`src/rtl/rr_arbiter8_if.sv`:
```
// Requester-side bundle of the 8-way round-robin arbiter.
// master drives requests, slave returns the registered grant.
interface rr_arbiter8_if;
  logic       en;
  logic [7:0] req;
  logic [7:0] gnt;
  logic [2:0] gnt_id;
  logic       gnt_valid;

  modport master (
    output en, req,
    input  gnt, gnt_id, gnt_valid
  );

  modport slave (
    input  en, req,
    output gnt, gnt_id, gnt_valid
  );
endinterface

```
`src/rtl/rr_arbiter8.sv`:
```
// 8-requester round-robin arbiter with bounded hold.
// Registered one-hot grant plus index; back-to-back hand-off.
module rr_arbiter8 #(
  parameter int MAX_HOLD = 16,
  parameter int CNT_W    = 5
) (
  input  logic         clk,
  input  logic         rst,
  rr_arbiter8_if.slave bus
);

  typedef enum logic {IDLE, BUSY} state_e;

  state_e           state_q, state_d;
  logic [2:0]       ptr_q, ptr_d;
  logic [2:0]       id_q, id_d;
  logic [CNT_W-1:0] cnt_q, cnt_d;
  logic [7:0]       gnt_q, gnt_d;
  logic             vld_q, vld_d;

  logic        tmo, rel, hit, go;
  logic [2:0]  base, off, win;
  logic [15:0] dbl;
  logic [7:0]  rot;

  assign tmo = (MAX_HOLD != 0) &&
               (cnt_q == CNT_W'(MAX_HOLD - 1));
  assign rel = !bus.en || !bus.req[id_q] || tmo;
  assign hit = |bus.req;
  assign go  = bus.en && hit;

  // On release the holder drops to lowest priority.
  assign base = (state_q == BUSY) ? id_q + 3'd1 : ptr_q;

  always_comb begin
    logic found;
    dbl   = {bus.req, bus.req} >> base;
    rot   = dbl[7:0];
    found = 1'b0;
    off   = 3'd0;
    for (int j = 0; j < 8; j++) begin
      if (!found && rot[j]) begin
        found = 1'b1;
        off   = 3'(j);
      end
    end
    win = base + off;
  end

  always_ff @(posedge clk) begin
    if (rst) begin
      state_q <= IDLE;
      ptr_q   <= 3'd0;
      id_q    <= 3'd0;
      cnt_q   <= '0;
      gnt_q   <= 8'd0;
      vld_q   <= 1'b0;
    end else begin
      state_q <= state_d;
      ptr_q   <= ptr_d;
      id_q    <= id_d;
      cnt_q   <= cnt_d;
      gnt_q   <= gnt_d;
      vld_q   <= vld_d;
    end
  end

  always_comb begin
    state_d = state_q;
    unique case (state_q)
      IDLE: if (go) state_d = BUSY;
      BUSY: if (rel && !go) state_d = IDLE;
      default: state_d = IDLE;
    endcase
  end

  always_comb begin
    ptr_d = ptr_q;
    id_d  = id_q;
    cnt_d = cnt_q;
    gnt_d = gnt_q;
    vld_d = vld_q;
    unique case (state_q)
      IDLE: begin
        if (go) begin
          gnt_d = 8'd1 << win;
          id_d  = win;
          vld_d = 1'b1;
          cnt_d = '0;
        end
      end
      BUSY: begin
        if (!rel) begin
          if (MAX_HOLD != 0) cnt_d = cnt_q + 1'b1;
        end else begin
          ptr_d = id_q + 3'd1;
          if (go) begin
            gnt_d = 8'd1 << win;
            id_d  = win;
            vld_d = 1'b1;
            cnt_d = '0;
          end else begin
            gnt_d = 8'd0;
            vld_d = 1'b0;
          end
        end
      end
      default: begin
        gnt_d = 8'd0;
        vld_d = 1'b0;
      end
    endcase
  end

  assign bus.gnt       = gnt_q;
  assign bus.gnt_id    = id_q;
  assign bus.gnt_valid = vld_q;

endmodule

```
`src/flat_wrapper.sv`:
```
// flat-port wrapper written by rule: the top's interface ports become plain ports
module rr_arbiter8_flat 
#(
  parameter int MAX_HOLD = 16,
  parameter int CNT_W    = 5
)
  (clk, rst, bus_en, bus_req, bus_gnt, bus_gnt_id, bus_gnt_valid);
  rr_arbiter8_if bus_i ();
  input  logic clk;
  input  logic rst;
  input wire logic [$bits(bus_i.en)-1:0] bus_en;
  input wire logic [$bits(bus_i.req)-1:0] bus_req;
  output wire logic [$bits(bus_i.gnt)-1:0] bus_gnt;
  output wire logic [$bits(bus_i.gnt_id)-1:0] bus_gnt_id;
  output wire logic [$bits(bus_i.gnt_valid)-1:0] bus_gnt_valid;
  assign bus_i.en = bus_en;
  assign bus_i.req = bus_req;
  assign bus_gnt = bus_i.gnt;
  assign bus_gnt_id = bus_i.gnt_id;
  assign bus_gnt_valid = bus_i.gnt_valid;
  rr_arbiter8 #(.MAX_HOLD(MAX_HOLD), .CNT_W(CNT_W)) u_core (.clk(clk), .rst(rst), .bus(bus_i));
endmodule
```
`config.mk`:
```
export PLATFORM = sky130hd
export DESIGN_NAME = rr_arbiter8_flat
export DESIGN_NICKNAME = d
export VERILOG_FILES = /design/src/rtl/rr_arbiter8_if.sv /design/src/rtl/rr_arbiter8.sv /design/src/flat_wrapper.sv
export SDC_FILE = /design/constraint.sdc
export NUM_CORES = 1
export LEC_CHECK = 0
export CAP_MARGIN = 20
export CORE_AREA = 2 2 60 62
export CTS_BUF_LIST = sky130_fd_sc_hd__clkbuf_16
export DETAILED_ROUTE_END_ITERATION = 8
export DIE_AREA = 0 0 62 64
export PLACE_DENSITY = 0.74
export SYNTH_ARGS = -nofsm -noshare
export SYNTH_HDL_FRONTEND = slang
export SYNTH_SLANG_ARGS = --single-unit
export TNS_END_PERCENT = 100
```
`constraint.sdc`:
```
create_clock -name clk -period 3.1 [get_ports clk]
set_input_delay 0.62 -clock clk [delete_from_list [all_inputs] [get_ports clk]]
set_output_delay 0.62 -clock clk [all_outputs]
set_load 0.005 [all_outputs]
```
==> run_results.csv <==
group,metric,value,unit
setup_path,r2r_setup_slack,-0.44,ns
grt,grt_pass1_wl,8404,um
pwr,p_per_area,578.0,nW/um^2
routing,avgViaCountPerCell,6.083,
cts,tritoncts,"done",
setup_path,worstPathCellList,"ha_4 > xor2_4 > mux2i_2 > buf_4 > o211ai_1 > nand4_1 > o32a_1 > nor2_2 > ha_2 > inv_2 > fa_2 > xnor2_4 > buf_12 > xnor2_4 > a32o_1",
grt,grt_max_degree,15,
routing,wl_per_cell,18.08,um
synthesis,yosys_warnings,0,
final_layout,drive_gt1_frac,0.4023,
sta,finalCriticalPeriod,3.541,ns
synthesis,netlist.area_leader.share,0.2684,
placement,portBuffers,22,
sta,skew,0.004880,ns
sta,final_hold_viol_count,0,
sta,finalWorstSetupSlack,-0.4413,ns
pwr,p_leak,1.072,nW
placement,dp_slack,-0.7091,ns
pwr,vdd_ir_drop_max,0.0004234,V
run_status,violations,"setup timing",
floorplanning,rows,21,
routing,drc,0,
sta,maxClockFrequency,0.2824,GHz
synthesis,synthCells,185,
setup_path,path_class,"reg2reg",
setup_path,path_common_cell,"xnor2_4",
cts,clk-insertion-delay-late,0.25,ns
setup_path,max_stage_delay,0.43,ns
sta,whs,0.4702,ns
run,maxCapViolCount,0,
synthesis,synth.cell_area,1567,um^2
setup_path,cp.buffers_inverters,3,
setup_path,worstPathRequired,3.25,ns
synthesis,yosys.cell_types.count,51,
routing,routed_wl,5459,um
final_layout,antenna-diode-count,0,
sta,rsz0062_at_grt,"true",
final_layout,area_growth,59.74,%
routing,firstDrtPassIters,4,
floorplanning,start_util,0.4770,
synthesis,syn_nets,201,
cts,cts.sink_count,21,
routing,num_vias,1837,
sta,max_slew_margin,0.6257,
final_layout,fill_cells,216,
floorplanning,die_h,64,um
synthesis,ys_top_cells_by_area,"dfxtp_1 27%, nand3_1 6.7%, mux2i_1 5.1%",
final_layout,fin_util,0.7619,
cts,path_clk_slew,0.06,ns
setup_path,slowest_stage,"fa_2",
routing,drt.antenna.violating_nets,0,
floorplanning,num_io_pins,23,
cts,clock_path_buffers,2,
cts,cts_max_level,1,
floorplanning,die_area,3968,um^2
sta,setup_viol,10,
setup_path,cp_max_fo,5,
cts,root_buffer,"clkbuf_16",
setup_path,critPathTopFamily,"compound AO/OA/AOI/OAI gates",
synthesis,yosys.area.top_type,"dfxtp_1",
synthesis,yosysSeqAreaShare,0.2684,
placement,place.gp.congestion,0.8779,
floorplanning,die_w,62,um
run_status,status,"complete, but fails checks",
synthesis,synth_seq_cells,21,
final_layout,multi_input_area,1299,um^2
floorplanning,fp.coreArea,3284,um^2
sta,tightest_slew,0.5597,ns
final_layout,nets,273,
final_layout,final_cells,302,
placement,dp.cells,285,
grt,grt.overflow.total,0,
min_path,hp-class,"reg2reg",
routing,drt_iter0_markers,169,
setup_path,end_kind,"flip-flop",
placement,hpwlAfterDp,3512,um
synthesis,syn_area_per_cell,8.468,um^2
grt,grt_use_total,0.2830,
grt,grt_pass1_vias,1779,
sta,min_period_over_period,1.142,
cts,cts_buffers,3,
setup_path,cp-start-kind,"flip-flop",
final_layout,final-seq-area,426.7,um^2
sta,slew_violations,0,
setup_path,cp_data_arrival_time,3.69,ns
grt,antenna_found_initial,0,
==> worst register-to-register path: stages, from the launching register on <==
cell and delay [ns]:
dfxtp_2 0.36, ha_4 0.16, xor2_4 0.23, mux2i_2 0.17
buf_4 0.19, o211ai_1 0.25, nand4_1 0.20, o32a_1 0.38
nor2_2 0.08, ha_2 0.17, inv_2 0.04, fa_2 0.43
xnor2_4 0.27, buf_12 0.15, xnor2_4 0.09, a32o_1 0.24
==> Yosys cell counts (all sizes together) <==
library cell and count:
nand2 17, dfxtp 21, mux2 4, or3 1
nand4 7, o2111ai 1, o21a 1, nor2 18
and3 3, a211oi 3, or4 2, a32oi 1
mux2i 9, o221ai 1, clkbuf 1, o32a 1
buf 6, nor2b 3, a21oi 8, a31oi 2
nand3 21, a22o 3, ha 4, and2 2
inv 6, fa 1, nor3b 1, o211a 1
nor3 2, mux4 4, o211ai 4, a32o 1
a21bo 1, o41ai 1, o21ai 14, xnor2 2
nand4b 2, o22ai 1, xor2 1, nand2b 3
==> timing repair <==
item                                    4_1_cts  5_1_grt
endpoints found under the setup margin       10       10
hold buffers                                  0        0
pin swaps                                    12       10
gates cloned                                  1        1
gates resized for setup                      25       27
buffers inserted                              4        7
==> flip-flops by register name (all words and copies together), names as in the netlist <==
| register | flops |
|---|---|
| u_core.bus.gnt | 8 |
| u_core.cnt_q | 5 |
| u_core.bus.gnt_id | 3 |
| u_core.ptr_q | 3 |
| u_core.bus.gnt_valid | 1 |
| u_core.state_q | 1 |
==> placed cells by master, fill, tap and decap left out, types with 3 or more instances in the layout <==
cell	Yosys	final
buf_4	1	47
clkdlybuf4s50_1	0	18
dfxtp_1	21	18
nor2_1	18	17
nand3_1	21	16
nand2_1	16	14
a21oi_1	8	8
nand4_1	7	7
mux2i_1	8	7
o21ai_2	0	6
nand3_2	0	5
o21ai_1	1	5
inv_1	5	5
o21ai_0	13	3
and3_1	3	3
a211oi_2	0	3
xnor2_4	0	3
a22o_1	3	3
clkbuf_16	0	3
==> final timing paths <==
check / start / cells past startpoint / to
min reg2reg: u_core.bus.gnt[7] / 2 / u_core.bus.gnt[7]
max reg2reg: u_core.bus.gnt_id[0] / 15 / u_core.bus.gnt[3]
max: u_core.bus.gnt_id[0] / 15 / u_core.bus.gnt[3]
min: u_core.bus.gnt[7] / 2 / u_core.bus.gnt[7]
==> area by class of cell <==
class / instances / share of cell area
clock buffer: 3 / 0.03000
sequential: 21 / 0.1705
tap: 46 / 0.02300
timing repair buffer: 72 / 0.2470
multi-input combinational: 153 / 0.5190
inverter: 6 / 0.009000
clock inverter: 1 / 0.001500
==> power by group <==
group | leakage, nW | internal (mW) | switching (mW)
Clock | 0.0423 | 0.172 | 0.0959
Sequential | 0.172 | 0.301 | 0.0286
Combinational | 0.858 | 0.450 | 0.399
==> per-stage QoR <==
step / instance area [um^2] / setup TNS (ns) / power, mW
floorplan: 1585 / -0.8012 / 0.6788
finish: 2502 / -3.333 / 1.446
CTS: 2320 / -2.516 / 1.309
detailed placement: 2107 / -6.222 / 0.9538
global route: 2502 / -5.155 / 1.516
global placement: 2107 / -5.760 / 0.9394
==> cells by family after synthesis <==
kind of cell / Yosys count / synth area share
AND/OR/NAND/NOR: 82 / 0.2700
AO/OA/AOI/OAI: 44 / 0.1965
flip-flops: 21 / 0.2684
multiplexers: 17 / 0.1533
buffers and inverters: 13 / 0.04552
adder cells (fa/ha/maj): 5 / 0.04473
XOR/XNOR: 3 / 0.02157
==> per-layer routing <==
| metal | wire length [um] | track usage | part of all wire |
|---|---|---|---|
| met5 | 0 | 0 | 0 |
| met4 | 165 | 0.09309 | 0.030 |
| met3 | 332 | 0.03846 | 0.061 |
| met2 | 2827 | 0.4818 | 0.52 |
| met1 | 2134 | 0.3558 | 0.39 |
Note: power is estimated with default switching activity, not from simulation.
==> RTL change 1: new RTL, same flow settings <==
`CNT_W` is set to 5 in 2 places; all go to 4.
--- a/src/rtl/rr_arbiter8.sv
+++ b/src/rtl/rr_arbiter8.sv
@@ -2,7 +2,7 @@
 // Registered one-hot grant plus index; back-to-back hand-off.
 module rr_arbiter8 #(
   parameter int MAX_HOLD = 16,
-  parameter int CNT_W    = 5
+  parameter int CNT_W    = 4
 ) (
   input  logic         clk,
   input  logic         rst,
--- a/src/flat_wrapper.sv
+++ b/src/flat_wrapper.sv
@@ -2,7 +2,7 @@
 module rr_arbiter8_flat 
 #(
   parameter int MAX_HOLD = 16,
-  parameter int CNT_W    = 5
+  parameter int CNT_W    = 4
 )
   (clk, rst, bus_en, bus_req, bus_gnt, bus_gnt_id, bus_gnt_valid);
   rr_arbiter8_if bus_i ();
Behaviour: no difference found for any inputs over 10 cycles, from zero or initial values and one cycle with rst high; that may be too few to reach the edited logic, so the function may still have changed.
==> RTL change 1 against the unedited design <==
  * The flow still finishes with violations (setup timing)
  * Wire length down 26%
  * Count of clock-buffer cells in the layout unchanged
  * Area after synthesis down 11%
  * Clock skew about the same
  * Non-clock buffer count down 20
  * Die area unchanged
  * Cell area down 12%
  * First-iteration DRC count down 48%
  * Sequential cell count down 1
  * Combinational power down 35%
  * Power down 23%
  * Setup slack better by 160 ps
  * Core utilization down 9.1 points
==> RTL change 1: results (changes against the unedited design) <==
Timing
  • Total negative slack for setup checks: -2047 ps (+1287 ps)
  • Setup Skew: 4.470 ps (-0.4095 ps)
  • Final worst slack: -280.3 ps (+161.0 ps)
  • Final setup viols: 10 (unchanged)

Global routing
  • Global-route wire length before repair: 6175 um (-27%)
  • Pin count of the biggest net entering global routing: 16 (+1)
  • Total GRT Usage: 20.22% (-8.1 points)

Place
  • Pre-CTS WS: -321.8 ps (+387.3 ps)
  • DPL Wire Length: 2805 um (-20%)
  • Routability cong.: 0.8256 (-6.0%)

Detailed routing
  • First DRT Iteration DRCs: 88 (-48%)
  • Met1 wire length: 1759 um (-18%)
  • Via count: 1413 (-23%)
  • Routed WL per cell: 16.15 um (-11%)

Setup path
  • R2R depth: 14 (-1)
  • Worst R2R Start: u_core.bus.gnt_id[1]

Run status
  • Outcome: complete, but fails checks
  • Failing checks: setup timing

Yosys
  • Cell variety after synth: 44 (-14%)
  • Synth cell count leaders: mux2i_1 (24), dfxtp_1 (20), nand2_1 (15), nor2_1 (14), o41ai_1 (8)

Hold path
  • WHS Endpoint: u_core.bus.gnt[2]
  • Hold_sp: u_core.bus.gnt[2]

Final layout
  • Fin nets: 219 (-20%)
  • Fraction of layout cells with a size suffix above 1: 34.31% (-5.9 points)
  • Fillers: 260 (+20%)

Pwr
  • Peak VDD IR: 0.0003113 V (-26%)
[RTL change 1: changes by cell type after synthesis, sizes merged, moves of 6 or more]
cell	change
nand3	-19
nand4	-6
o41ai	+7
o21ai	-10
mux2i	+16
[RTL change 1: what timing repair did]
action,4_1_cts,5_1_grt
hold buffers,0,0
setup endpoints to repair,9,11
buffers inserted,0,3
resized for setup,4,29
hold endpoints to repair,0,0
pin swaps,1,6
[RTL change 1: worst max-delay path by stage]
stage	endpoint	slack [ps]	depth (start not counted)
after floorplan	u_core.bus.gnt[4]	-90	14
after detailed placement	u_core.bus.gnt[5]	-320	11
final	u_core.bus.gnt[1]	-280	14
after global routing	u_core.bus.gnt[1]	-440	14
after CTS	u_core.bus.gnt[7]	-230	13
after global placement	u_core.bus.gnt[7]	-250	10
[RTL change 1: through the flow]
stage | utilization [%] | std cells | area (um2) | total power (W)
2_1_floorplan | - | 155 | 1448 | 0.0005590
3_5_place_dp | 57.60 | 243 | 1892 | 0.0007271
5_1_grt | 67.05 | 250 | 2202 | 0.001172
3_3_place_gp | 57.60 | 243 | 1892 | 0.0007121
4_1_cts | 60.46 | 247 | 1986 | 0.0009966
6_report | 67.05 | 250 | 2202 | 0.001115
[RTL change 1: cells by family after synthesis]
logic type,synth area share (%)
adder cells (fa/ha/maj),3.223
multiplexers,25.25
XOR/XNOR,4.925
flip-flops,28.65
buffers and inverters,3.670
AO/OA/AOI/OAI,18.26
AND/OR/NAND/NOR,16.03
[RTL change 1: power breakdown]
group / switching, W / internal [W] / total [W] / leakage, nW
Clock: 0.0000925 / 0.000172 / 0.000264 / 0.0423
Sequential: 0.0000167 / 0.000283 / 0.000299 / 0.164
Combinational: 0.000274 / 0.000277 / 0.000551 / 0.717
[RTL change 1: final cells by class]
type / instances / area, um2 / share of cell area (%)
multi-input combinational: 124 / 1192 / 54.15
timing repair buffer: 52 / 452.9 / 20.57
sequential: 20 / 405.4 / 18.41
clock buffer: 3 / 75.07 / 3.409
tap: 46 / 57.56 / 2.614
inverter: 4 / 15.01 / 0.6818
clock inverter: 1 / 3.754 / 0.1705
[RTL change 1: per-layer routing]
layer  GRT usage, %  vias to the layer above
li1               -                      678
met5              0                        -
met3          3.239                        5
met2          32.81                       33
met1          26.26                      697
met4          7.447                        0
[RTL change 1: worst register-to-register path, stage by stage (launching register included)]
cell and delay [ps]:
dfxtp_4 350, ha_4 160, xor2_2 160, mux2i_4 260, buf_6 220, mux2_4 330, o211ai_1 160, a21o_1 140
a311oi_1 90, nor2_2 150, nand2_2 80, fa_2 430, xor2_4 220, xnor2_2 180, o41ai_2 340
==> RTL change 2: new RTL, same settings <==
Without the edit above. `MAX_HOLD` is set to 16 in 2 places; all go to 15.
--- a/src/rtl/rr_arbiter8.sv
+++ b/src/rtl/rr_arbiter8.sv
@@ -1,7 +1,7 @@
 // 8-requester round-robin arbiter with bounded hold.
 // Registered one-hot grant plus index; back-to-back hand-off.
 module rr_arbiter8 #(
-  parameter int MAX_HOLD = 16,
+  parameter int MAX_HOLD = 15,
   parameter int CNT_W    = 5
 ) (
   input  logic         clk,
--- a/src/flat_wrapper.sv
+++ b/src/flat_wrapper.sv
@@ -1,7 +1,7 @@
 // flat-port wrapper written by rule: the top's interface ports become plain ports
 module rr_arbiter8_flat 
 #(
-  parameter int MAX_HOLD = 16,
+  parameter int MAX_HOLD = 15,
   parameter int CNT_W    = 5
 )
   (clk, rst, bus_en, bus_req, bus_gnt, bus_gnt_id, bus_gnt_valid);
Check against the original RTL: no difference found for any inputs over 10 cycles, from zero or initial values and one cycle with rst high; that may be too few to reach the edited logic, so the function may still have changed.
==> RTL change 2 against the unedited design <==
  * The flow still finishes with violations (setup timing)
  * Largest cell class unchanged
  * Area after synthesis shrank 5.5%
  * Largest power group unchanged
  * Setup slack lost 18 ps
  * Core utilization shrank 5.3 points
  * Cell area shrank 7.0%
  * Power grew 2.0%
  * Sequential cell count is the same
  * Critical path depth shrank 2
  * Non-clock buffer count shrank 12
  * Wire length shrank 18%
  * Highest routed layer unchanged
==> RTL change 2: results (changes against the unedited design) <==
Run status
  • Outcome: complete, but fails checks
  • Failing checks: setup timing

Detailed routing
  • Met3 Routed Length: 251 um (-24%)
  • DR pass1 iterations: 5 (+1)
  • Via count: 1639 (-11%)
  • Met1 wire length: 1828 um (-14%)
  • WL met2: 2363 um (-16%)
  • First DRT Iteration DRCs: 116 (-31%)
  • Routed WL per cell: 15.73 um (-13%)

Setup path
  • Buffers & Inverters on Critical Path: 2 (-1)
  • Crit path kind: input pin to flop
  • R2R setup slack: -440 ps (about the same)
  • CP arrival: 3710 ps (+20 ps)
  • CP peak stage delay: 520 ps (+90 ps)

Pwr
  • Int Power: 0.0009311 W (+0.93%)
  • Switch share: 36.86% (+0.64 points)
  • Peak VDD IR: 0.0003368 V (-20%)
  • Pleak: 0.9086 nW (-15%)

Yosys
  • Post-Syn Nets: 193 (-4.0%)
  • Adder-Cell Fraction of Synth Area: 4.734% (+0.26 points)
  • Synth Area in Compound Gates: 19.19% (-0.46 points)
  • Synth cell count leaders: nand3_1 (31), dfxtp_1 (21), nor2_1 (17), nand2_1 (12), o21ai_0 (12)
  • Cell variety after synth: 49 (-3.9%)
  • Ranking of synthesized cells by area: dfxtp_1 (28%), nand3_1 (10%), nor2_1 (4.3%)

Place
  • DP Cell Count: 272 (-4.6%)
  • DP Area: 0.002012 mm2 (-4.5%)
  • DPL Wire Length: 3253 um (-7.4%)
  • Pre-CTS WS: -667.2 ps (+41.89 ps)
  • Routability cong.: 0.8751 (-0.32%)

Timing
  • Final worst slack: -459.7 ps (-18.40 ps)
  • Final setup viols: 10 (unchanged)
  • Setup Skew: 5.131 ps (+0.2518 ps)
  • Slew Limit Headroom: 53.28% (-9.3 points)

Final layout
  • Layout Cells excl Fill: 284 (-6.0%)
  • Fin nets: 255 (-6.6%)

Global routing
  • Global-route wire length before repair: 6969 um (-17%)
  • Total GRT Usage: 22.55% (-5.7 points)

CTS
  • Post-CTS Resized: 5 (-80%)
RTL change 2: changes by cell type in the layout (fill, tap and decap cells not counted), moves of 3 or more:
cell,delta
and3_4,+5
buf_4,-12
clkdlybuf4s50_1,+4
mux2i_1,-3
nand3_1,+3
nand3_2,+6
nand4_1,-5
o21ai_0,+4
o21ai_2,-3
RTL change 2: per-layer routing:
| layer | vias to the layer above | track usage, % |
|---|---|---|
| li1 | 788 | - |
| met1 | 775 | 28.25 |
| met2 | 72 | 39.19 |
| met3 | 4 | 4.453 |
| met4 | 0 | 3.989 |
| met5 | - | 0 |
RTL change 2: cells by family after synthesis:
group / Yosys count
adder cells (fa/ha/maj): 5
AO/OA/AOI/OAI: 41
XOR/XNOR: 3
flip-flops: 21
buffers and inverters: 9
AND/OR/NAND/NOR: 89
multiplexers: 9
RTL change 2: layout make-up:
type	instances	area, um2
fill	252	957.2
tap	46	57.56
clock buffer	3	75.07
clock inverter	1	5.005
inverter	5	18.77
timing repair buffer	60	516.7
sequential	21	426.7
multi-input combinational	148	1227
